`config.mk`:
```
export PLATFORM = sky130hd
export DESIGN_NAME = multicycle_control_unit_flat
export DESIGN_NICKNAME = d
export VERILOG_FILES = /design/src/rtl/multicycle_control_unit_if.sv /design/src/rtl/multicycle_control_unit.sv /design/src/flat_wrapper.sv
export SDC_FILE = /design/constraint.sdc
export NUM_CORES = 1
export LEC_CHECK = 0
export CAP_MARGIN = 20
export CORE_MARGIN = 2
export CORE_UTILIZATION = 36
export CTS_CLUSTER_DIAMETER = 120
export CTS_CLUSTER_SIZE = 40
export DETAILED_ROUTE_END_ITERATION = 6
export PLACE_DENSITY_LB_ADDON = 0.12
export SYNTH_ARGS = -nofsm -noshare
export SYNTH_HDL_FRONTEND = slang
export SYNTH_SLANG_ARGS = --single-unit
```
`constraint.sdc`:
```
create_clock -name i_clk -period 2.2 [get_ports i_clk]
set_clock_uncertainty 0.05 [all_clocks]
set_input_delay 0.33 -clock i_clk [delete_from_list [all_inputs] [get_ports i_clk]]
set_output_delay 0.33 -clock i_clk [all_outputs]
set_load 0.02 [all_outputs]
```
`src/rtl/multicycle_control_unit_if.sv`:
```
// multicycle_control_unit_if
// Bundles every non-clock signal between the multi-cycle control unit and
// the rest of the core (instruction/data memory handshakes, datapath
// controls, mul/div handshake and debug state).
//   master : the control unit (drives o_*, samples i_*)
//   slave  : datapath / memory side (drives i_*, samples o_*)
interface multicycle_control_unit_if #(
    parameter int ALU_OP_WIDTH = 4
);
    logic [31:0]             i_instr;
    logic                    i_imem_ready;
    logic                    i_dmem_ready;
    logic                    i_branch_taken;
    logic                    i_md_done;
    logic                    o_imem_req;
    logic                    o_ir_wen;
    logic                    o_pc_wen;
    logic [1:0]              o_pc_sel;
    logic                    o_reg_wen;
    logic                    o_alu_src1;
    logic                    o_alu_src2;
    logic [ALU_OP_WIDTH-1:0] o_alu_op;
    logic                    o_dmem_ren;
    logic                    o_dmem_wen;
    logic [2:0]              o_wb_mux;
    logic                    o_md_start;
    logic [2:0]              o_md_op;
    logic                    o_halt;
    logic                    o_illegal;
    logic                    o_retire;
    logic [2:0]              o_state;

    modport master (
        input  i_instr, i_imem_ready, i_dmem_ready, i_branch_taken, i_md_done,
        output o_imem_req, o_ir_wen, o_pc_wen, o_pc_sel, o_reg_wen,
               o_alu_src1, o_alu_src2, o_alu_op, o_dmem_ren, o_dmem_wen,
               o_wb_mux, o_md_start, o_md_op, o_halt, o_illegal, o_retire,
               o_state
    );

    modport slave (
        output i_instr, i_imem_ready, i_dmem_ready, i_branch_taken, i_md_done,
        input  o_imem_req, o_ir_wen, o_pc_wen, o_pc_sel, o_reg_wen,
               o_alu_src1, o_alu_src2, o_alu_op, o_dmem_ren, o_dmem_wen,
               o_wb_mux, o_md_start, o_md_op, o_halt, o_illegal, o_retire,
               o_state
    );
endinterface

```
`src/rtl/multicycle_control_unit.sv`:
```
// multicycle_control_unit
// FSM sequencer for the multi-cycle RV32I core:
// FETCH -> DECODE -> EXEC -> [MEM] -> [WB] -> FETCH, with absorbing HALT
// (ebreak) and TRAP (illegal instruction / memory-wait timeout) states.
// Ports:
//   i_clk, i_rst : clock, asynchronous active-high reset
//   bus (master) : memory handshakes, datapath controls, mul/div handshake,
//                  sticky halt/illegal flags, retire pulse and debug state.
// Controls are combinational from state, md_busy and i_instr; all of them
// are forced to 0 while i_rst is high.
module multicycle_control_unit #(
    parameter int ALU_OP_WIDTH = 4,
    parameter bit ENABLE_MEXT  = 1'b0,
    parameter int MEM_WAIT_MAX = 0
) (
    input  logic                      i_clk,
    input  logic                      i_rst,
    multicycle_control_unit_if.master bus
);
    typedef enum logic [2:0] {
        S_FETCH = 3'd0, S_DECODE = 3'd1, S_EXEC = 3'd2, S_MEM = 3'd3,
        S_WB    = 3'd4, S_HALT   = 3'd5, S_TRAP = 3'd6
    } state_t;

    localparam logic [6:0]  OPC_LUI    = 7'b0110111;
    localparam logic [6:0]  OPC_AUIPC  = 7'b0010111;
    localparam logic [6:0]  OPC_JAL    = 7'b1101111;
    localparam logic [6:0]  OPC_JALR   = 7'b1100111;
    localparam logic [6:0]  OPC_BRANCH = 7'b1100011;
    localparam logic [6:0]  OPC_LOAD   = 7'b0000011;
    localparam logic [6:0]  OPC_STORE  = 7'b0100011;
    localparam logic [6:0]  OPC_OPIMM  = 7'b0010011;
    localparam logic [6:0]  OPC_OP     = 7'b0110011;
    localparam logic [6:0]  OPC_SYSTEM = 7'b1110011;
    localparam logic [31:0] INSTR_EBREAK = 32'h0010_0073;

    localparam logic [ALU_OP_WIDTH-1:0] ALU_ADD  = ALU_OP_WIDTH'(4'd0);
    localparam logic [ALU_OP_WIDTH-1:0] ALU_SUB  = ALU_OP_WIDTH'(4'd1);
    localparam logic [ALU_OP_WIDTH-1:0] ALU_SLL  = ALU_OP_WIDTH'(4'd2);
    localparam logic [ALU_OP_WIDTH-1:0] ALU_SLT  = ALU_OP_WIDTH'(4'd3);
    localparam logic [ALU_OP_WIDTH-1:0] ALU_SLTU = ALU_OP_WIDTH'(4'd4);
    localparam logic [ALU_OP_WIDTH-1:0] ALU_XOR  = ALU_OP_WIDTH'(4'd5);
    localparam logic [ALU_OP_WIDTH-1:0] ALU_SRL  = ALU_OP_WIDTH'(4'd6);
    localparam logic [ALU_OP_WIDTH-1:0] ALU_SRA  = ALU_OP_WIDTH'(4'd7);
    localparam logic [ALU_OP_WIDTH-1:0] ALU_OR   = ALU_OP_WIDTH'(4'd8);
    localparam logic [ALU_OP_WIDTH-1:0] ALU_AND  = ALU_OP_WIDTH'(4'd9);

    localparam bit TIMEOUT_EN = (MEM_WAIT_MAX != 0);
    localparam int CW = (MEM_WAIT_MAX < 2) ? 1 : $clog2(MEM_WAIT_MAX + 1);
    // Trap is taken on the MEM_WAIT_MAX-th consecutive not-ready cycle.
    localparam logic [CW-1:0] WAIT_LAST = CW'((MEM_WAIT_MAX > 0) ? (MEM_WAIT_MAX - 1) : 0);

    state_t          state_r, state_nxt_s;
    logic [CW-1:0]   wait_cnt_r;
    logic            md_busy_r;

    logic [6:0] opcode_s, funct7_s;
    logic [2:0] funct3_s;
    logic is_lui_s, is_auipc_s, is_jal_s, is_jalr_s, is_branch_s, is_load_s;
    logic is_store_s, is_opimm_s, is_op_s, is_md_s, is_ebreak_s, illegal_s;
    logic [ALU_OP_WIDTH-1:0] arith_op_s;

    logic imem_req_s, ir_wen_s, pc_wen_s, reg_wen_s, alu_src1_s, alu_src2_s;
    logic dmem_ren_s, dmem_wen_s, md_start_s, halt_s, illegal_flag_s, retire_s;
    logic [1:0] pc_sel_s;
    logic [2:0] wb_mux_s, md_op_s;
    logic [ALU_OP_WIDTH-1:0] alu_op_s;
    logic md_set_s, md_clr_s, timeout_s, waiting_s;

    assign opcode_s = bus.i_instr[6:0];
    assign funct3_s = bus.i_instr[14:12];
    assign funct7_s = bus.i_instr[31:25];

    // Instruction classification and legality check
    always_comb begin
        is_lui_s = 1'b0; is_auipc_s = 1'b0; is_jal_s = 1'b0; is_jalr_s = 1'b0;
        is_branch_s = 1'b0; is_load_s = 1'b0; is_store_s = 1'b0;
        is_opimm_s = 1'b0; is_op_s = 1'b0; is_md_s = 1'b0;
        is_ebreak_s = 1'b0; illegal_s = 1'b0;
        case (opcode_s)
            OPC_LUI:    is_lui_s = 1'b1;
            OPC_AUIPC:  is_auipc_s = 1'b1;
            OPC_JAL:    is_jal_s = 1'b1;
            OPC_JALR:   if (funct3_s == 3'd0) is_jalr_s = 1'b1; else illegal_s = 1'b1;
            OPC_BRANCH: if (funct3_s == 3'd2 || funct3_s == 3'd3) illegal_s = 1'b1; else is_branch_s = 1'b1;
            OPC_LOAD:   if (funct3_s == 3'd3 || funct3_s >= 3'd6) illegal_s = 1'b1; else is_load_s = 1'b1;
            OPC_STORE:  if (funct3_s > 3'd2) illegal_s = 1'b1; else is_store_s = 1'b1;
            OPC_OPIMM: begin
                // Shift-immediates carry funct7 in the upper immediate bits.
                if (funct3_s == 3'd1 && funct7_s != 7'd0)
                    illegal_s = 1'b1;
                else if (funct3_s == 3'd5 && funct7_s != 7'd0 && funct7_s != 7'b0100000)
                    illegal_s = 1'b1;
                else
                    is_opimm_s = 1'b1;
            end
            OPC_OP: begin
                if (funct7_s == 7'd0)
                    is_op_s = 1'b1;
                else if (funct7_s == 7'b0100000 && (funct3_s == 3'd0 || funct3_s == 3'd5))
                    is_op_s = 1'b1;
                else if (funct7_s == 7'b0000001 && ENABLE_MEXT)
                    is_md_s = 1'b1;
                else
                    illegal_s = 1'b1;
            end
            OPC_SYSTEM: if (bus.i_instr == INSTR_EBREAK) is_ebreak_s = 1'b1; else illegal_s = 1'b1;
            default:    illegal_s = 1'b1;
        endcase
    end

    // ALU op for R-type and I-type arithmetic (addi has no subtract form)
    always_comb begin
        case (funct3_s)
            3'd0:    arith_op_s = (is_op_s && funct7_s[5]) ? ALU_SUB : ALU_ADD;
            3'd1:    arith_op_s = ALU_SLL;
            3'd2:    arith_op_s = ALU_SLT;
            3'd3:    arith_op_s = ALU_SLTU;
            3'd4:    arith_op_s = ALU_XOR;
            3'd5:    arith_op_s = funct7_s[5] ? ALU_SRA : ALU_SRL;
            3'd6:    arith_op_s = ALU_OR;
            3'd7:    arith_op_s = ALU_AND;
            default: arith_op_s = ALU_ADD;
        endcase
    end

    assign timeout_s = TIMEOUT_EN && (wait_cnt_r == WAIT_LAST);
    assign waiting_s = TIMEOUT_EN &&
                       ((state_r == S_FETCH && !bus.i_imem_ready) ||
                        (state_r == S_MEM   && !bus.i_dmem_ready));

    // Next-state and per-state control decode
    always_comb begin
        state_nxt_s = state_r;
        imem_req_s = 1'b0; ir_wen_s = 1'b0; pc_wen_s = 1'b0; pc_sel_s = 2'd0;
        reg_wen_s = 1'b0; alu_src1_s = 1'b0; alu_src2_s = 1'b0; alu_op_s = ALU_ADD;
        dmem_ren_s = 1'b0; dmem_wen_s = 1'b0; wb_mux_s = 3'd0;
        md_start_s = 1'b0; md_op_s = 3'd0; halt_s = 1'b0; illegal_flag_s = 1'b0;
        retire_s = 1'b0; md_set_s = 1'b0; md_clr_s = 1'b0;
        case (state_r)
            S_FETCH: begin
                imem_req_s = 1'b1;
                if (bus.i_imem_ready) begin
                    ir_wen_s = 1'b1;
                    state_nxt_s = S_DECODE;
                end else if (timeout_s) begin
                    state_nxt_s = S_TRAP;
                end else begin
                    state_nxt_s = S_FETCH;
                end
            end
            S_DECODE: begin
                if (illegal_s) begin
                    state_nxt_s = S_TRAP;
                end else if (is_ebreak_s) begin
                    retire_s = 1'b1;
                    state_nxt_s = S_HALT;
                end else begin
                    state_nxt_s = S_EXEC;
                end
            end
            S_EXEC: begin
                if (is_op_s || is_opimm_s) begin
                    alu_op_s = arith_op_s;
                    alu_src2_s = is_opimm_s;
                end else if (is_load_s || is_store_s || is_jalr_s) begin
                    alu_src2_s = 1'b1;
                end else if (is_auipc_s) begin
                    alu_src1_s = 1'b1;
                    alu_src2_s = 1'b1;
                end else if (is_branch_s) begin
                    // beq/bne compare by XOR, signed and unsigned by set-less-than.
                    alu_op_s = (funct3_s[2:1] == 2'b00) ? ALU_XOR :
                               (funct3_s[2:1] == 2'b10) ? ALU_SLT : ALU_SLTU;
                end else begin
                    alu_op_s = ALU_ADD;
                end

                if (is_branch_s) begin
                    pc_wen_s = 1'b1;
                    pc_sel_s = bus.i_branch_taken ? 2'd1 : 2'd0;
                    retire_s = 1'b1;
                    state_nxt_s = S_FETCH;
                end else if (is_load_s || is_store_s) begin
                    state_nxt_s = S_MEM;
                end else if (is_md_s) begin
                    md_op_s = funct3_s;
                    // A done pulse before the unit was started is not ours.
                    if (!md_busy_r) begin
                        md_start_s = 1'b1;
                        md_set_s = 1'b1;
                    end else if (bus.i_md_done) begin
                        md_clr_s = 1'b1;
                        state_nxt_s = S_WB;
                    end else begin
                        state_nxt_s = S_EXEC;
                    end
                end else begin
                    state_nxt_s = S_WB;
                end
            end
            S_MEM: begin
                dmem_ren_s = is_load_s;
                dmem_wen_s = !is_load_s;
                if (bus.i_dmem_ready) begin
                    if (is_load_s) begin
                        state_nxt_s = S_WB;
                    end else begin
                        pc_wen_s = 1'b1;
                        retire_s = 1'b1;
                        state_nxt_s = S_FETCH;
                    end
                end else if (timeout_s) begin
                    state_nxt_s = S_TRAP;
                end else begin
                    state_nxt_s = S_MEM;
                end
            end
            S_WB: begin
                reg_wen_s = !(is_store_s || is_branch_s);
                wb_mux_s = is_load_s ? 3'd1 :
                           (is_jal_s || is_jalr_s) ? 3'd2 :
                           is_lui_s ? 3'd3 :
                           is_md_s ? 3'd4 : 3'd0;
                pc_wen_s = 1'b1;
                pc_sel_s = is_jal_s ? 2'd1 : (is_jalr_s ? 2'd2 : 2'd0);
                retire_s = 1'b1;
                state_nxt_s = S_FETCH;
            end
            S_HALT:  halt_s = 1'b1;
            S_TRAP:  illegal_flag_s = 1'b1;
            default: state_nxt_s = S_FETCH;
        endcase
    end

    // State register, memory-wait counter and mul/div busy flag
    always_ff @(posedge i_clk or posedge i_rst) begin
        if (i_rst) begin
            state_r    <= S_FETCH;
            wait_cnt_r <= '0;
            md_busy_r  <= 1'b0;
        end else begin
            state_r <= state_nxt_s;
            if (state_nxt_s != state_r)
                wait_cnt_r <= '0;
            else if (waiting_s)
                wait_cnt_r <= wait_cnt_r + CW'(1);
            else
                wait_cnt_r <= wait_cnt_r;
            if (md_set_s)
                md_busy_r <= 1'b1;
            else if (md_clr_s)
                md_busy_r <= 1'b0;
            else
                md_busy_r <= md_busy_r;
        end
    end

    // Reset forces every output low immediately, independent of the clock.
    assign bus.o_imem_req = imem_req_s     & ~i_rst;
    assign bus.o_ir_wen   = ir_wen_s       & ~i_rst;
    assign bus.o_pc_wen   = pc_wen_s       & ~i_rst;
    assign bus.o_pc_sel   = i_rst ? 2'd0 : pc_sel_s;
    assign bus.o_reg_wen  = reg_wen_s      & ~i_rst;
    assign bus.o_alu_src1 = alu_src1_s     & ~i_rst;
    assign bus.o_alu_src2 = alu_src2_s     & ~i_rst;
    assign bus.o_alu_op   = i_rst ? '0 : alu_op_s;
    assign bus.o_dmem_ren = dmem_ren_s     & ~i_rst;
    assign bus.o_dmem_wen = dmem_wen_s     & ~i_rst;
    assign bus.o_wb_mux   = i_rst ? 3'd0 : wb_mux_s;
    assign bus.o_md_start = md_start_s     & ~i_rst;
    assign bus.o_md_op    = i_rst ? 3'd0 : md_op_s;
    assign bus.o_halt     = halt_s         & ~i_rst;
    assign bus.o_illegal  = illegal_flag_s & ~i_rst;
    assign bus.o_retire   = retire_s       & ~i_rst;
    assign bus.o_state    = i_rst ? 3'd0 : state_r;
endmodule
```
`src/flat_wrapper.sv`:
```
// flat-port wrapper written by rule: the top's interface ports become plain ports
module multicycle_control_unit_flat 
#(
    parameter int ALU_OP_WIDTH = 4,
    parameter bit ENABLE_MEXT  = 1'b0,
    parameter int MEM_WAIT_MAX = 0
)
  (i_clk, i_rst, bus_i_instr, bus_i_imem_ready, bus_i_dmem_ready, bus_i_branch_taken, bus_i_md_done, bus_o_imem_req, bus_o_ir_wen, bus_o_pc_wen, bus_o_pc_sel, bus_o_reg_wen, bus_o_alu_src1, bus_o_alu_src2, bus_o_alu_op, bus_o_dmem_ren, bus_o_dmem_wen, bus_o_wb_mux, bus_o_md_start, bus_o_md_op, bus_o_halt, bus_o_illegal, bus_o_retire, bus_o_state);
  multicycle_control_unit_if #(.ALU_OP_WIDTH(ALU_OP_WIDTH)) bus_i ();
  input  logic i_clk;
  input  logic i_rst;
  input wire logic [$bits(bus_i.i_instr)-1:0] bus_i_instr;
  input wire logic [$bits(bus_i.i_imem_ready)-1:0] bus_i_imem_ready;
  input wire logic [$bits(bus_i.i_dmem_ready)-1:0] bus_i_dmem_ready;
  input wire logic [$bits(bus_i.i_branch_taken)-1:0] bus_i_branch_taken;
  input wire logic [$bits(bus_i.i_md_done)-1:0] bus_i_md_done;
  output wire logic [$bits(bus_i.o_imem_req)-1:0] bus_o_imem_req;
  output wire logic [$bits(bus_i.o_ir_wen)-1:0] bus_o_ir_wen;
  output wire logic [$bits(bus_i.o_pc_wen)-1:0] bus_o_pc_wen;
  output wire logic [$bits(bus_i.o_pc_sel)-1:0] bus_o_pc_sel;
  output wire logic [$bits(bus_i.o_reg_wen)-1:0] bus_o_reg_wen;
  output wire logic [$bits(bus_i.o_alu_src1)-1:0] bus_o_alu_src1;
  output wire logic [$bits(bus_i.o_alu_src2)-1:0] bus_o_alu_src2;
  output wire logic [$bits(bus_i.o_alu_op)-1:0] bus_o_alu_op;
  output wire logic [$bits(bus_i.o_dmem_ren)-1:0] bus_o_dmem_ren;
  output wire logic [$bits(bus_i.o_dmem_wen)-1:0] bus_o_dmem_wen;
  output wire logic [$bits(bus_i.o_wb_mux)-1:0] bus_o_wb_mux;
  output wire logic [$bits(bus_i.o_md_start)-1:0] bus_o_md_start;
  output wire logic [$bits(bus_i.o_md_op)-1:0] bus_o_md_op;
  output wire logic [$bits(bus_i.o_halt)-1:0] bus_o_halt;
  output wire logic [$bits(bus_i.o_illegal)-1:0] bus_o_illegal;
  output wire logic [$bits(bus_i.o_retire)-1:0] bus_o_retire;
  output wire logic [$bits(bus_i.o_state)-1:0] bus_o_state;
  assign bus_i.i_instr = bus_i_instr;
  assign bus_i.i_imem_ready = bus_i_imem_ready;
  assign bus_i.i_dmem_ready = bus_i_dmem_ready;
  assign bus_i.i_branch_taken = bus_i_branch_taken;
  assign bus_i.i_md_done = bus_i_md_done;
  assign bus_o_imem_req = bus_i.o_imem_req;
  assign bus_o_ir_wen = bus_i.o_ir_wen;
  assign bus_o_pc_wen = bus_i.o_pc_wen;
  assign bus_o_pc_sel = bus_i.o_pc_sel;
  assign bus_o_reg_wen = bus_i.o_reg_wen;
  assign bus_o_alu_src1 = bus_i.o_alu_src1;
  assign bus_o_alu_src2 = bus_i.o_alu_src2;
  assign bus_o_alu_op = bus_i.o_alu_op;
  assign bus_o_dmem_ren = bus_i.o_dmem_ren;
  assign bus_o_dmem_wen = bus_i.o_dmem_wen;
  assign bus_o_wb_mux = bus_i.o_wb_mux;
  assign bus_o_md_start = bus_i.o_md_start;
  assign bus_o_md_op = bus_i.o_md_op;
  assign bus_o_halt = bus_i.o_halt;
  assign bus_o_illegal = bus_i.o_illegal;
  assign bus_o_retire = bus_i.o_retire;
  assign bus_o_state = bus_i.o_state;
  multicycle_control_unit #(.ALU_OP_WIDTH(ALU_OP_WIDTH), .ENABLE_MEXT(ENABLE_MEXT), .MEM_WAIT_MAX(MEM_WAIT_MAX)) u_core (.i_clk(i_clk), .i_rst(i_rst), .bus(bus_i));
endmodule
```
==> results of run 1 <==
==> kinds of logic after synthesis <==
group           share of synthesized area, %
mux                                     2.35
xor+xnor                               0.913
compound gates                          26.7
simple gates                            50.7
other cells                            0.391
flops                                   7.82
buf+inv                                 11.1
==> power breakdown <==
| group | leakage (nW) | total [mW] | internal (mW) | switching (mW) |
|---|---|---|---|---|
| Combinational | 0.881 | 0.258 | 0.128 | 0.130 |
| Clock | 0.0150 | 0.0953 | 0.0678 | 0.0274 |
| Sequential | 0.0316 | 0.0574 | 0.0566 | 0.000824 |
==> timing repair <==
| item | CTS | global route |
|---|---|---|
| pin swaps | 21 | 15 |
| endpoints found under the setup margin | 21 | 13 |
| gates resized for setup | 154 | 29 |
| buffers inserted | 3 | 0 |
| endpoints found under the hold margin | 0 | 0 |
==> stage by stage <==
| step | utilization (%) | setup slack [ps] | std cells | TNS [ps] |
|---|---|---|---|---|
| 2_1_floorplan | - | 6.16 | 160 | 0 |
| 3_3_place_gp | 76.4 | -869 | 283 | -11490 |
| 3_5_place_dp | 76.4 | -933 | 283 | -11870 |
| 4_1_cts | 81.2 | -11.2 | 290 | -33.4 |
| 5_1_grt | 83.7 | -181 | 290 | -909 |
| 6_report | 83.7 | -137 | 290 | -692 |
==> per-layer routing <==
layer / track usage (%) / vias to the layer above
li1: - / 770
met1: 34.7 / 783
met2: 58.8 / 149
met3: 5.81 / 42
met4: 15.0 / 0
met5: 0 / -
==> how the worst min path moves through the flow <==
stage                      startpoint  depth (start not counted)                 to  slack, ps
floorplan                       i_rst                          1  u_core.state_r[0]         30
global placement    u_core.state_r[2]                          3  u_core.state_r[1]        670
detailed placement  u_core.state_r[2]                          3  u_core.state_r[1]        670
CTS                             i_rst                          3  u_core.state_r[2]        450
global route                    i_rst                          3  u_core.state_r[2]        470
finish                          i_rst                          3  u_core.state_r[2]        450
==> cells in the mapped netlist, types with 2 or more instances <==
cell       n  area [um^2]
nand2b_1   3         18.8
clkbuf_1   6         22.5
or4_1      2         15.0
nor3_1     7         35.0
nand3_1    7         35.0
o211ai_1   2         15.0
a21oi_1   13         65.1
buf_2      4         20.0
a211oi_1   2         15.0
inv_1      7         26.3
nand2_1   13         48.8
buf_4      5         37.5
dfrtp_1    3         75.1
o21a_1     2         15.0
o21ai_0    9         45.0
or3_1      2         12.5
and2_1     2         12.5
nand3b_1   3         22.5
nor4_1     6         37.5
mux2_2     2         22.5
nor2b_1    9         56.3
a31oi_1    2         12.5
nor2_1    19         71.3
o22ai_1    2         12.5
and3_1     4         25.0
==> worst register-to-register path, cell delays in order (launching register included) <==
cell	delay, ps
dfrtp_1	370
buf_4	210
nor2b_2	240
nand3_1	110
o41ai_1	380
a31oi_1	100
o221ai_1	110
==> final cells by class <==
class	instances	area, um^2
flip-flops and latches	3	75.1
fillers	151	408
multi-input cells	135	1030
clock buffers	4	26.3
inverters	7	26.3
repair buffers	111	893
well taps	30	37.5
==> placed cells by master, fill, tap and decap left out, drive strengths merged, types with 3 or more instances in the layout <==
cell,n
a21oi,13
and3,4
buf,76
clkbuf,8
clkdlybuf4s15,5
clkdlybuf4s50,14
conb,5
dfrtp,3
dlygate4sd2,9
dlymetal6s2s,3
inv,7
nand2,13
nand2b,3
nand3,7
nand3b,3
nor2,19
nor2b,9
nor3,7
nor4,6
o21ai,9
or4,3
==> summary.md, run 1 <==
| Metric | Value |
|---|---|
| Most flop-heavy register | `u_core.state_r` |
| Clock slew at reported path FFs | `40 ps` |
| Number of global-route vias before repair | `1,697` |
| WP data arrival | `1960 ps` |
| Cell area after layout | `2090 um^2` |
| Top Registers | `u_core.state_r (3)` |
| Largest stage delay, worst path | `570 ps` |
| N_diodes | `0` |
| Synth Cell Area | `960 um^2` |
| Largest net degree at the start of global routing | `13` |
| Clock Tree Buf Depth | `2` |
| CTS tree | `done` |
| Reg2reg setup slack | `530 ps` |
| Post-synthesis sequential area ratio | `7.82%` |
| Minimum clock period | `2340 ps` |
| Final nets | `299` |
| Worst skew pair latency | `230 ps` |
| CP most frequent cell | `buf_6` |
| Post-Synthesis Cells | `156` |
| # rows | `18` |
| CTS Root Cell | `clkbuf_4` |
| Port Buf Inserts | `58` |
| Slowest CP cell | `or4_4` |
| Die span in y | `55.6 um` |
| Min Hold Slack | `447 ps` |
| GRT Residual Overflow | `0` |
| Setup crit start | `bus_i_instr[27]` |
| Total design power | `411 uW` |
| Initial cell density of the core | `38.4%` |
| Dominant synthesized flop cell | `dfrtp_1` |
| Buf/Inv on CP | `3` |
| Max reg flops | `3` |
| RR Endpoint | `u_core.state_r[2]` |
| Routed Antenna Nets | `0` |
| Worst Reg-to-Reg Cells | `6` |
| Vias per std cell | `6.01` |
| Top Metal Used | `met4` |
| CTS sink cnt | `3` |
| Yosys warnings | `0` |
| Pre-Repair DR Iteration Count | `4` |
| Crit share post-route | `106%` |
| Post-placement cell area | `1910 um^2` |
| HPWL Detailed | `3360 um` |
| Worst-path cell chain | `buf_6 -> or4_4 -> o41ai_4 -> and2b_2 -> inv_1 -> a21oi_2 -> buf_6` |
| Maximum vdd drop | `0.345 mV` |
| Failing checks | `setup timing` |
| Post-synth EDFFs | `0` |
| Mean post-synth cell area | `6.15 um^2` |
| H-tree depth | `1` |
| Max Slew Vio Count | `0` |
| Worst Setup EP | `bus_o_alu_src2` |
| Setup WS post-layout | `-137 ps` |
| Worst R2R Start | `u_core.state_r[0]` |
| Status | `finished with violations` |
| Post-detailed-routing wire length | `5570 um` |
| Flops & latches, synth | `3` |
| Core ar. | `2500 um^2` |
| DR WL met3 | `497 um` |
| GPL Wtd Cong | `0.840` |
| Final Hold Vio Count | `0` |
| Hold-fix buffers, CTS | `0` |
| Met2 wire len | `2710 um` |
| Levels on crit path | `7` |
| M1 WL | `1930 um` |
| Layout cells sized above 1 | `48.1%` |
| WL per Instance | `19.2 um` |
| Nature of the critical path startpoint | `input pin` |
| Fmax | `428 MHz` |
| Die boundary width | `55.6 um` |
| Crit path max fanout | `5` |
| Initial DRC count | `95` |
| Setup CP Type | `in -> out` |
| Synth async-reset ratio | `100%` |
| DRC | `0` |
| Maxcap violations | `0` |
| Crit. End Element | `output port` |
| Area growth, synth to finish | `118%` |
| Critical path's top delay family | `simple AND/OR/NAND/NOR gates` |
| Unrepaired setup endpoints after global routing | `yes` |
| Post-synth cell types | `45` |
| P_leak | `0.928 nW` |
| Worst hold-check path type | `in -> async` |
| # IOs | `65` |
| Antenna violations before repair | `0` |
| First-pass GRT wire length | `8060 um` |
| Setup-failing EPs final | `7` |
| Via count | `1,744` |
| GRT Total Usage | `31.9%` |
| Required @ worst endpoint | `1820 ps` |
| Cell area power density | `196 nW/um^2` |
| CTS buffer count | `3` |
| Die area | `3090 um^2` |
(Power assumes the default switching activity.)
==> run 2, diff against run 1 <==
--- a/config.mk
+++ b/config.mk
@@ -8,6 +8,7 @@
 export CAP_MARGIN = 20
 export CORE_MARGIN = 2
 export CORE_UTILIZATION = 36
+export CTS_BUF_LIST = sky130_fd_sc_hd__clkbuf_4 sky130_fd_sc_hd__clkbuf_8 sky130_fd_sc_hd__clkbuf_16
 export CTS_CLUSTER_DIAMETER = 120
 export CTS_CLUSTER_SIZE = 40
 export DETAILED_ROUTE_END_ITERATION = 6
==> run 2 against run 1 <==
The flow still finishes with violations (setup timing). Via count is 2.1% lower. Critical endpoint is now bus_o_retire. Clock power is 18% higher. Hold slack better by 51 ps. Critical path type unchanged. Fmax is 3.6% higher.
==> summary.md, run 2 (synthesis results as in run 1) <==
| Metric | Value |
|---|---|
| CTS buffer count | `3 (unchanged)` |
| Worst hold-check path type | `in -> async` |
| Clock slew at reported path FFs | `40 ps (about the same)` |
| Fmax | `443 MHz (+3.6%)` |
| Clock Tree Buf Depth | `2 (unchanged)` |
| Initial cell density of the core | `38.4% (unchanged)` |
| RR Endpoint | `u_core.state_r[2]` |
| First-pass GRT wire length | `7940 um (-1.5%)` |
| Most common cell after layout, fill and taps aside | `buf_4` |
| DP Worst Slack | `-933 ps (unchanged)` |
| Hold-fix buffers, CTS | `0 (unchanged)` |
| Worst Reg-to-Reg Cells | `6 (unchanged)` |
| Maxcap violations | `0 (unchanged)` |
| Failing checks | `setup timing` |
| Cell area after layout | `2100 um^2 (+0.36%)` |
| GPL Wtd Cong | `0.840 (unchanged)` |
| Via count | `1,707 (-2.1%)` |
| Global routing's busiest layer | `met2` |
| Initial DRC count | `80 (-16%)` |
| Max reg flops | `3 (unchanged)` |
| WP data arrival | `1870 ps (-90 ps)` |
| CTS Root Cell | `clkbuf_4` |
| Nature of the critical path startpoint | `input pin` |
| Antenna violations before repair | `0 (unchanged)` |
| Setup WS post-layout | `-55.0 ps (+82.2 ps)` |
| GR Util met3 | `4.65% (-1.2 points)` |
| Area growth, synth to finish | `119%` |
| Max Slew Vio Count | `0 (unchanged)` |
| Status | `finished with violations` |
| Final nets | `299 (unchanged)` |
| Worst skew pair latency | `240 ps (about the same)` |
| Reg2reg setup slack | `560 ps (+30 ps)` |
| Layout cells sized above 1 | `47.7% (-0.38 points)` |
| Slowest CP cell | `nor4_4` |
| Final Hold Vio Count | `0 (unchanged)` |
| Minimum clock period | `2250 ps (-82.2 ps)` |
| Worst Setup EP | `bus_o_retire` |
| # rows | `18 (unchanged)` |
| Pre-Repair DR Iteration Count | `4 (unchanged)` |
| Port Buf Inserts | `58 (unchanged)` |
| Cell area power density | `200 nW/um^2 (+2.0%)` |
| GRT Residual Overflow | `0 (unchanged)` |
| CTS sink cnt | `3 (unchanged)` |
| Maximum vdd drop | `0.331 mV (-4.1%)` |
| Unrepaired setup endpoints after global routing | `yes` |
| Most flop-heavy register | `u_core.state_r` |
| Post-placement cell area | `1910 um^2 (unchanged)` |
| GRT Total Usage | `30.9% (-0.98 points)` |
| Die span in y | `55.6 um (unchanged)` |
| Core ar. | `2500 um^2 (unchanged)` |
| Largest net degree at the start of global routing | `13 (unchanged)` |
| H-tree depth | `1 (unchanged)` |
| # IOs | `65 (unchanged)` |
| CTS tree | `done` |
| DRC | `0 (unchanged)` |
| Number of global-route vias before repair | `1,680 (-1.0%)` |
| CP most frequent cell | `buf_4` |
| Required @ worst endpoint | `1820 ps (about the same)` |
| Worst-path cell chain | `clkdlybuf4s15_2 -> buf_4 -> nand2b_1 -> nor4_4 -> and4_4 -> nand3_2 -> a21oi_2 -> buf_4` |
| Worst R2R Start | `u_core.state_r[0]` |
| N_diodes | `0 (unchanged)` |
| Vias per std cell | `5.89 (-2.1%)` |
| Routed Antenna Nets | `0 (unchanged)` |
| Setup CP Type | `in -> out` |
| Setup TNS | `-219 ps (+473 ps)` |
| Crit. End Element | `output port` |
| Crit share post-route | `102% (-3.7 points)` |
| Post-detailed-routing wire length | `5100 um (-8.5%)` |
| Setup-failing EPs final | `7 (unchanged)` |
| WL per Instance | `17.6 um (-8.5%)` |
| Top Registers | `u_core.state_r (3)` |
| Largest stage delay, worst path | `320 ps (-250 ps)` |
| HPWL Detailed | `3360 um (unchanged)` |
| Crit path max fanout | `8 (+3)` |
| Most frequent cells in the layout | `58 x buf_4, 19 x nor2_1, 15 x clkdlybuf4s50_1` |
| P_leak | `0.910 nW (-2.0%)` |
| Die boundary width | `55.6 um (unchanged)` |
| Die area | `3090 um^2 (unchanged)` |
| Grt met1 use | `34.9% (+0.23 points)` |
| Fill count | `155 (+2.6%)` |
| M2 GR Usage | `58.5% (-0.34 points)` |
| Setup crit start | `bus_i_instr[6]` |
## run 2: metrics by stage
step	hold WS (ps)	utilization [%]	total power [mW]	instances
2_1_floorplan	33.6	-	0.144	160
3_3_place_gp	674	76.4	0.276	283
3_5_place_dp	673	76.4	0.282	283
4_1_cts	478	80.8	0.395	289
5_1_grt	501	84.0	0.443	290
6_report	498	84.0	0.421	290
## run 2: power by group
part           switching, mW  total (mW)  leakage [nW]  internal [mW]
Combinational          0.123       0.252         0.859          0.128
Sequential          0.000808      0.0573        0.0316         0.0565
Clock                 0.0312       0.112        0.0184         0.0804
## run 2: how the worst min path moves through the flow
stage,endpoint,slack [ps]
floorplan,u_core.state_r[0],30
global placement,u_core.state_r[1],670
detailed placement,u_core.state_r[1],670
CTS,u_core.state_r[2],480
global route,u_core.state_r[2],500
finish,u_core.state_r[2],500
## run 2: critical path: cells and delay by family
family | cells | cell delay [ps]
AO/OA/AOI/OAI | 1 | 150
AND/OR/NAND/NOR | 4 | 830
buffers and inverters | 3 | 570
## run 2: cell type report
cell class                 instances  area, um^2  area share [%]
timing repair buffer             111         905            43.1
sequential                         3        75.1            3.58
inverter                           7        26.3            1.25
tap                               30        37.5            1.79
multi-input combinational        135        1030            48.9
clock buffer                       4        30.0            1.43
## run 2: layer usage
| layer | up-vias | wire (um) |
|---|---|---|
| li1 | 767 | - |
| met1 | 806 | 1860 |
| met2 | 110 | 2660 |
| met3 | 24 | 393 |
| met4 | 0 | 192 |
| met5 | - | 0 |
## run 2: timing repair
action                                  CTS  global route
pin swaps                                21             8
endpoints found under the hold margin     0             0
resized for setup                       155            20
endpoints found under the setup margin   21            14
setup buffers                             2             1
